===== src/rtl/ifetch_pkg.sv =====
// Shared types and constants for the instruction fetch unit.
// Latency: n/a (declarations only).
// Backpressure: n/a.
package ifetch_pkg;

  localparam int XLEN = 64;
  localparam int ILEN = 32;
  localparam logic [XLEN-1:0] DEFAULT_RESET_PC = 64'h0;

  typedef enum logic [1:0] {
    BOOT = 2'd0,
    RUN  = 2'd1,
    HOLD = 2'd2
  } fetch_state_t;

  // One buffered fetch: the address it came from plus the instruction word.
  typedef struct packed {
    logic [XLEN-1:0] pc;
    logic [ILEN-1:0] word;
  } fetch_entry_t;

  // Instructions are word aligned; redirect targets drop their low two bits.
  function automatic logic [XLEN-1:0] align_pc(input logic [XLEN-1:0] pc);
    return {pc[XLEN-1:2], 2'b00};
  endfunction

endpackage


===== src/rtl/ifetch_fifo.sv =====
// Instruction buffer: DEPTH-entry circular FIFO with flush.
// Latency: a pushed entry is visible on dout the cycle after the push edge.
// Backpressure: push is dropped when full unless a pop happens in the same cycle.
module ifetch_fifo #(
  parameter int DEPTH = 2,
  parameter int WIDTH = 96
) (
  input  logic                     clk,
  input  logic                     rst_n,
  input  logic                     push,
  input  logic                     pop,
  input  logic                     flush,
  input  logic [WIDTH-1:0]         din,
  output logic [WIDTH-1:0]         dout,
  output logic                     full,
  output logic                     empty,
  output logic [$clog2(DEPTH):0]   count
);

  localparam int AW = $clog2(DEPTH);
  localparam logic [AW:0] FULL_CNT = (AW+1)'(DEPTH);

  logic [WIDTH-1:0] mem [DEPTH];
  logic [AW-1:0]    wr_ptr;
  logic [AW-1:0]    rd_ptr;
  logic             do_push;
  logic             do_pop;

  assign full    = (count == FULL_CNT);
  assign empty   = (count == '0);
  assign do_pop  = pop && !empty;
  assign do_push = push && (!full || do_pop);
  assign dout    = mem[rd_ptr];

  // Pointer and occupancy tracking; DEPTH is a power of two so pointers wrap for free.
  always_ff @(posedge clk) begin
    if (!rst_n || flush) begin
      wr_ptr <= '0;
      rd_ptr <= '0;
      count  <= '0;
    end else begin
      if (do_push) wr_ptr <= wr_ptr + AW'(1);
      if (do_pop)  rd_ptr <= rd_ptr + AW'(1);
      if (do_push && !do_pop)      count <= count + (AW+1)'(1);
      else if (do_pop && !do_push) count <= count - (AW+1)'(1);
    end
  end

  // Storage write; suppressed under reset or flush so nothing half-lands.
  always_ff @(posedge clk) begin
    if (rst_n && !flush && do_push) mem[wr_ptr] <= din;
  end

endmodule


===== src/rtl/ifetch.sv =====
// Instruction fetch: sequential PC generation into a small buffer toward decode.
// Latency: one cycle from ROM address to inst/inst_pc when the buffer is empty.
// Backpressure: inst_ready low fills the buffer, then HOLD freezes HADDR until a pop.
module ifetch
  import ifetch_pkg::*;
#(
  parameter logic [XLEN-1:0] RESET_PC = DEFAULT_RESET_PC,
  parameter int              DEPTH    = 2
) (
  input  logic            HCLK,
  input  logic            HRESETn,
  output logic [XLEN-1:0] HADDR,
  output logic            HWRITE,
  output logic [XLEN-1:0] HWDATA,
  input  logic [XLEN-1:0] HRDATA,
  input  logic            redirect_valid,
  input  logic [XLEN-1:0] redirect_pc,
  output logic            inst_valid,
  input  logic            inst_ready,
  output logic [ILEN-1:0] inst,
  output logic [XLEN-1:0] inst_pc
);

  localparam int CW = $clog2(DEPTH) + 1;
  localparam logic [CW-1:0] FULL_CNT = CW'(DEPTH);

  fetch_state_t  state;
  logic [XLEN-1:0] fetch_pc;
  logic          pop;
  logic          fetch;
  logic          buf_full;
  logic          buf_empty;
  logic [CW-1:0] buf_count;
  fetch_entry_t  push_entry;
  fetch_entry_t  head_entry;
  logic          unused_hrdata_hi;

  // Upper half of the ROM beat carries no instruction bits.
  assign unused_hrdata_hi = ^HRDATA[XLEN-1:ILEN];

  assign HADDR  = fetch_pc;
  assign HWRITE = 1'b0;
  assign HWDATA = '0;

  assign inst_valid = !buf_empty;
  assign inst       = head_entry.word;
  assign inst_pc    = head_entry.pc;

  assign pop = inst_valid && inst_ready;

  // HOLD is only ever entered full, so the full/pop test covers both live states.
  assign fetch = (state != BOOT) && !redirect_valid && (!buf_full || pop);

  assign push_entry.pc   = fetch_pc;
  assign push_entry.word = HRDATA[ILEN-1:0];

  ifetch_fifo #(
    .DEPTH (DEPTH),
    .WIDTH ($bits(fetch_entry_t))
  ) u_buf (
    .clk   (HCLK),
    .rst_n (HRESETn),
    .push  (fetch),
    .pop   (pop),
    .flush (redirect_valid),
    .din   (push_entry),
    .dout  (head_entry),
    .full  (buf_full),
    .empty (buf_empty),
    .count (buf_count)
  );

  // Fetch FSM and PC: redirect beats everything except reset.
  always_ff @(posedge HCLK) begin
    if (!HRESETn) begin
      state    <= BOOT;
      fetch_pc <= RESET_PC;
    end else if (redirect_valid) begin
      state    <= RUN;
      fetch_pc <= align_pc(redirect_pc);
    end else begin
      if (fetch) fetch_pc <= fetch_pc + XLEN'(4);
      case (state)
        BOOT: state <= RUN;
        RUN:  if (buf_count == FULL_CNT && !pop) state <= HOLD;
        HOLD: if (pop) state <= RUN;
        default: state <= BOOT;
      endcase
    end
  end

endmodule


===== config.mk =====
export PLATFORM = sky130hd
export DESIGN_NAME = ifetch
export DESIGN_NICKNAME = d
export VERILOG_FILES = /design/src/rtl/ifetch_pkg.sv /design/src/rtl/ifetch_fifo.sv /design/src/rtl/ifetch.sv
export SDC_FILE = /design/constraint.sdc
export NUM_CORES = 1
export LEC_CHECK = 0
export ABC_AREA = 1
export CORE_AREA = 2 2 175 160
export CTS_CLUSTER_DIAMETER = 100
export DETAILED_ROUTE_END_ITERATION = 8
export DIE_AREA = 0 0 177 162
export PLACE_DENSITY = 0.81
export SLEW_MARGIN = 20
export SYNTH_ARGS = -nofsm -noshare
export SYNTH_HDL_FRONTEND = slang
export SYNTH_HIERARCHICAL = 1
export SYNTH_SLANG_ARGS = --single-unit

===== constraint.sdc =====
create_clock -name HCLK -period 7 [get_ports HCLK]
set_input_delay 0.7 -clock HCLK [delete_from_list [all_inputs] [get_ports HCLK]]
set_output_delay 0.7 -clock HCLK [all_outputs]
set_load 0.05 [all_outputs]

* After elaboration in Yosys (flattened, before gate mapping) *
Memory sizes are Yosys's and may differ from the RTL's. A register that Yosys moved wholly into a read port is not among the register bits.
Index checks and enable logic that the tools add are counted.

cells by class
  $add $sub $neg = 5
  reduce and logical (&&, ||, !) cells = 28
  bitwise gates (word level) = 1
  eq/ne operators = 7
  muxes and demuxes = 12

operators with widths
  kind                   count
  $mux 64                2
  $add 64x3->64 const B  1
  $logic_and 1x1->1      10
  $mux 2                 4
  $logic_not 1->1        7
  $ne 3x3->1 const B     2
  $pmux 2 s3             1
  $reduce_bool 2->1      3
  $mux 1                 5
  $eq 2x2->1 const B     2
  $logic_not 2->1        2
  $ne 2x2->1 const B     2
  $reduce_and 2->1       2
  $logic_or 1x1->1       3
  $add 1x1->1 const B    2
  $add 2x1->2 const B    1
  $eq 2x1->1 const B     1
  $reduce_or 2->1        1
  $sub 2x1->2 const B    1
  $not 1->1              1

storage, ports and cells
  bits in registers = 70
  memories = 1
  logic and storage cells = 61
  RAM bits = 192

memories
  memory     depth  width  rd ports  clocked after Yosys merged registers in  write ports  line               text
  u_buf.mem  2      96     1         1                                        1            ifetch_fifo.sv:23  logic [WIDTH-1:0] mem [DEPTH];

* Longest topological paths before layout *
  depth in word-level cells = 10
  depth in mapped cells = 15

* Hierarchy *
The synthesis kept the hierarchy.

by module, submodules not included
  module       cells each  instances  area an instance (um2)  sequential area each (um2)
  ifetch_fifo  341         1          7384.6                  5865.6
  ifetch       925         1          5343.9                  1281.2

* Least setup slack after synthesis *
OpenSTA, ideal clock, no wires.

  path kind = register to register
  start point = register u_buf.count[1]
  end point = memory u_buf.mem[1][0], enable pin
  stages on the path, launching flop included = 9
  data required time = 6.448 ns
  buffers on the path = 2
  slack = 0.827 ns
  arrival = 5.621 ns
  cell sequence = dfxtp_1 > nor2_1 > inv_1 > nand2_1 > a21oi_2 > buf_4 > buf_4 > nand2_1 > nor2_1

on the way
  word-level cells in the longest chain between the ends = 9
  elaborated cells on any way between the ends = 13

ends and longest elaborated chain
  item                          line               text
  start: declaration            ifetch_fifo.sv:17  output logic [$clog2(DEPTH):0] count
  start signal: assignment      ifetch_fifo.sv:44  if (do_push && !do_pop) count <= count + (AW+1)'(1);
  start signal: assignment      ifetch_fifo.sv:45  else if (do_pop && !do_push) count <= count - (AW+1)'(1);
  $logic_not 2->1               ifetch_fifo.sv:30  assign empty = (count == '0);
  named net buf_empty           ifetch.sv:32       logic buf_empty;
  $logic_not 1->1               ifetch.sv:45       assign inst_valid = !buf_empty;
  named net inst_valid          ifetch.sv:18       output logic inst_valid,
  $logic_and 1x1->1             ifetch.sv:49       assign pop = inst_valid && inst_ready;
  $logic_or 1x1->1              ifetch.sv:52       assign fetch = (state != BOOT) && !redirect_valid && (!buf_full || pop);
  $logic_and 1x1->1             ifetch.sv:52
  named net fetch               ifetch.sv:30       logic fetch;
  $logic_and 1x1->1             ifetch_fifo.sv:32  assign do_push = push && (!full || do_pop);
  $logic_and 1x1->1             ifetch_fifo.sv:51  if (rst_n && !flush && do_push) mem[wr_ptr] <= din;
  $mux 1                        ifetch_fifo.sv:51
  $mux 1 (implied by the code)  ifetch_fifo.sv:51
  end: declaration              ifetch_fifo.sv:23

The timed path passes the listed nets, and every way through them passes these cells.

==> metrics <==
Reg power frac 48.9%; Pint 0.00262 W; CTS max path bufs 3; Worst Setup EP inst[0]; CP required 6.30 ns; min Tclk post-route between 4 and 5 ns; vias in the first global route 9350; Worst-path clk slew 0.06 ns; Sum Neg Setup Slack 0 ns; Max transition margin 35.0%; final hold violation count 0; finished layout cell area 16200 um^2; commonest non-fill, non-tap cell in the layout nand2_1; post-route ant nets 0; Max VDD drop roughly 0.00015 V; Slew Limit Fails 0; setup bufs post-CTS 0; Layout fillers 2216; critical path class flip-flop to output port; Final nets roughly 1700; Critical Path Start Type flip-flop; FF+latch count, synth 261; Clk Latency, worst-skew pair 0.55 ns; Hold-fix buffers, CTS 0; total clock sinks roughly 260; reg2reg start u_buf/count[1]; Max Cap Violations 0; PwrDens approximately 220 nW/um^2; Arr. time, crit path 3.36 ns; gpl congestion 0.955; # IOs 358; IO buf count 256; Ys Warns 6; Least-Margin Pin Slew 0.975 ns; routed len/inst 18.3 um; part of the power in the clock network 37.6%; endpoints failing setup 0; Leak 5.89 nW; setup slack, reg-to-reg 4.11 ns; Sw Ratio 27.4%; core area 26700 um^2; Unique masters post-synth 42; routed vias/inst 5.06; CP Capture Type output port; antenna violations before repair 1; Comb pwr share 13.6%; CTS Buf Count 27; Reg-to-Reg End u_buf/mem[0][13]; Initial DRT Pass Iterations 5; Clock Tree Root clkbuf_16; P_sw approximately 0.00099 W; die area 28700 um^2; row cnt 57; commonest cells after routing, fill and taps aside nand2_1, clkdlybuf4s50_1, edfxtp_1; area added between synthesis and finish 27.0%; syn avg cell area 10.1 um^2; gr usage total between 20% and 30%; H-tree levels 1; fin crit share approximately three fifths; Post-Syn Area 12700 um^2; via count 9617; Clock Skew 0.0129 ns; worst-path fanout max 55; Hold Crit Class flip-flop to flip-flop; Remaining DRCs 0; RSZ-0062 raised after global routing false; gr ovfl total 0; cells after synthesis 1266; largest net degree at the start of global routing 73; Resized cells post-CTS 0; routed wire length 34.8 mm; worst reg-to-reg path cell count 11; dpl hpwl 25.1 mm; outcome completed; Fmax 0.246 GHz; first-pass GRT wire length 52.4 mm; Seq/Total Area, Yosys 56.1%; Cell Area, Placed roughly 15000 um^2; CTS tree yes; die height 162 um; share of layout cells above drive strength 1 12.0%; Die W ~180 um; DR iter-0 viols between 700 and 800; initial core utilization 47.6%
[synth_stat cells (all sizes together)]
master | instances | area, um^2
a21o | 1 | 15.0
ha | 2 | 25.0
conb | 1 | 3.75
clkbuf | 14 | 52.6
mux2 | 96 | 1230
o21ai | 68 | 344
a31oi | 13 | 81.3
edfxtp | 192 | 5770
dfxtp | 69 | 1380
buf | 88 | 692
a21oi | 50 | 254
nand3 | 64 | 330
a22oi | 1 | 7.51
inv | 139 | 524
a32oi | 1 | 8.76
or2 | 1 | 6.26
nor2 | 133 | 576
o31ai | 1 | 7.51
o221ai | 2 | 17.5
o22ai | 1 | 6.26
clkinv | 1 | 3.75
nand4 | 7 | 43.8
a211oi | 1 | 7.51
xor2 | 14 | 123
xnor2 | 4 | 35.0
nand2 | 302 | 1190
[final cells by class]
type	count	area [um^2]	share of cell area, %
diodes	1	2.50	0.0155
clock buffers	42	772	4.78
clock inverters	8	60.1	0.372
inverters	140	531	3.28
multi-input cells	833	4590	28.4
flip-flops and latches	261	7150	44.2
well taps	354	443	2.74
repair buffers	262	2620	16.2
[per-layer routing]
layer	vias to the layer above	global-route usage (%)	part of all wire (%)
li1	4595	-	-
met1	4559	31.3	42
met2	409	39.6	47
met3	54	4.52	7.8
met4	0	6.39	2.5
met5	-	0	0
[metrics by stage]
step	std cells	total power [W]	util [%]	setup slack, ns	hold WS, ns
after floorplan	1336	0.00213	-	0.827	0.445
final	1901	0.00361	60.4	2.94	0.484
after detailed placement	1850	0.00228	57.3	3.45	0.479
after global routing	1901	0.00373	60.4	2.78	0.509
after CTS	1900	0.00364	60.4	2.86	0.490
after global placement	1850	0.00227	57.3	3.48	0.458
[kinds of logic after synthesis]
family / count (synthesis) / share of synthesized area [%]
buffers and inverters: 242 / 10.0
AOI/OAI and AO/OA: 139 / 5.89
adders and majority gates: 2 / 0.197
DFF: 261 / 56.1
other: 1 / 0.0295
xor gates and xnor gates: 18 / 1.24
muxes: 96 / 9.67
and+or+nand+nor: 507 / 16.8
[power by group through the flow]
stage	clock (W)	combinational, W	sequential (W)
after floorplan	0	0.000277	0.00185
after global placement	0	0.000482	0.00179
after detailed placement	0	0.000489	0.00180
after CTS	0.00138	0.000491	0.00176
after global routing	0.00144	0.000518	0.00177
final	0.00136	0.000490	0.00176
[worst min-delay path by stage]
stage                     startpoint  endpoint  slack (ns)  depth (start not counted)
after global routing        state[1]  state[0]        0.51                          1
after CTS                   state[1]  state[0]        0.49                          1
final                       state[1]  state[0]        0.48                          1
after floorplan             state[1]  state[0]        0.44                          1
after detailed placement    state[1]  state[0]        0.48                          1
after global placement      state[1]  state[0]        0.46                          1
[worst max-delay path: stages, from the launching register on]
cell	delay, ns
dfxtp_4	0.98
buf_4	0.64
mux2_2	0.42
clkdlybuf4s50_1	0.71
[sequential cells by signal (all words and copies together), names as in the netlist, named ones only]
name          cells
u_buf/rd_ptr      1
u_buf/count       2
u_buf/wr_ptr      1
u_buf/mem       192
HADDR            62
state             2
No activity file was read; power rests on OpenSTA's default activity.
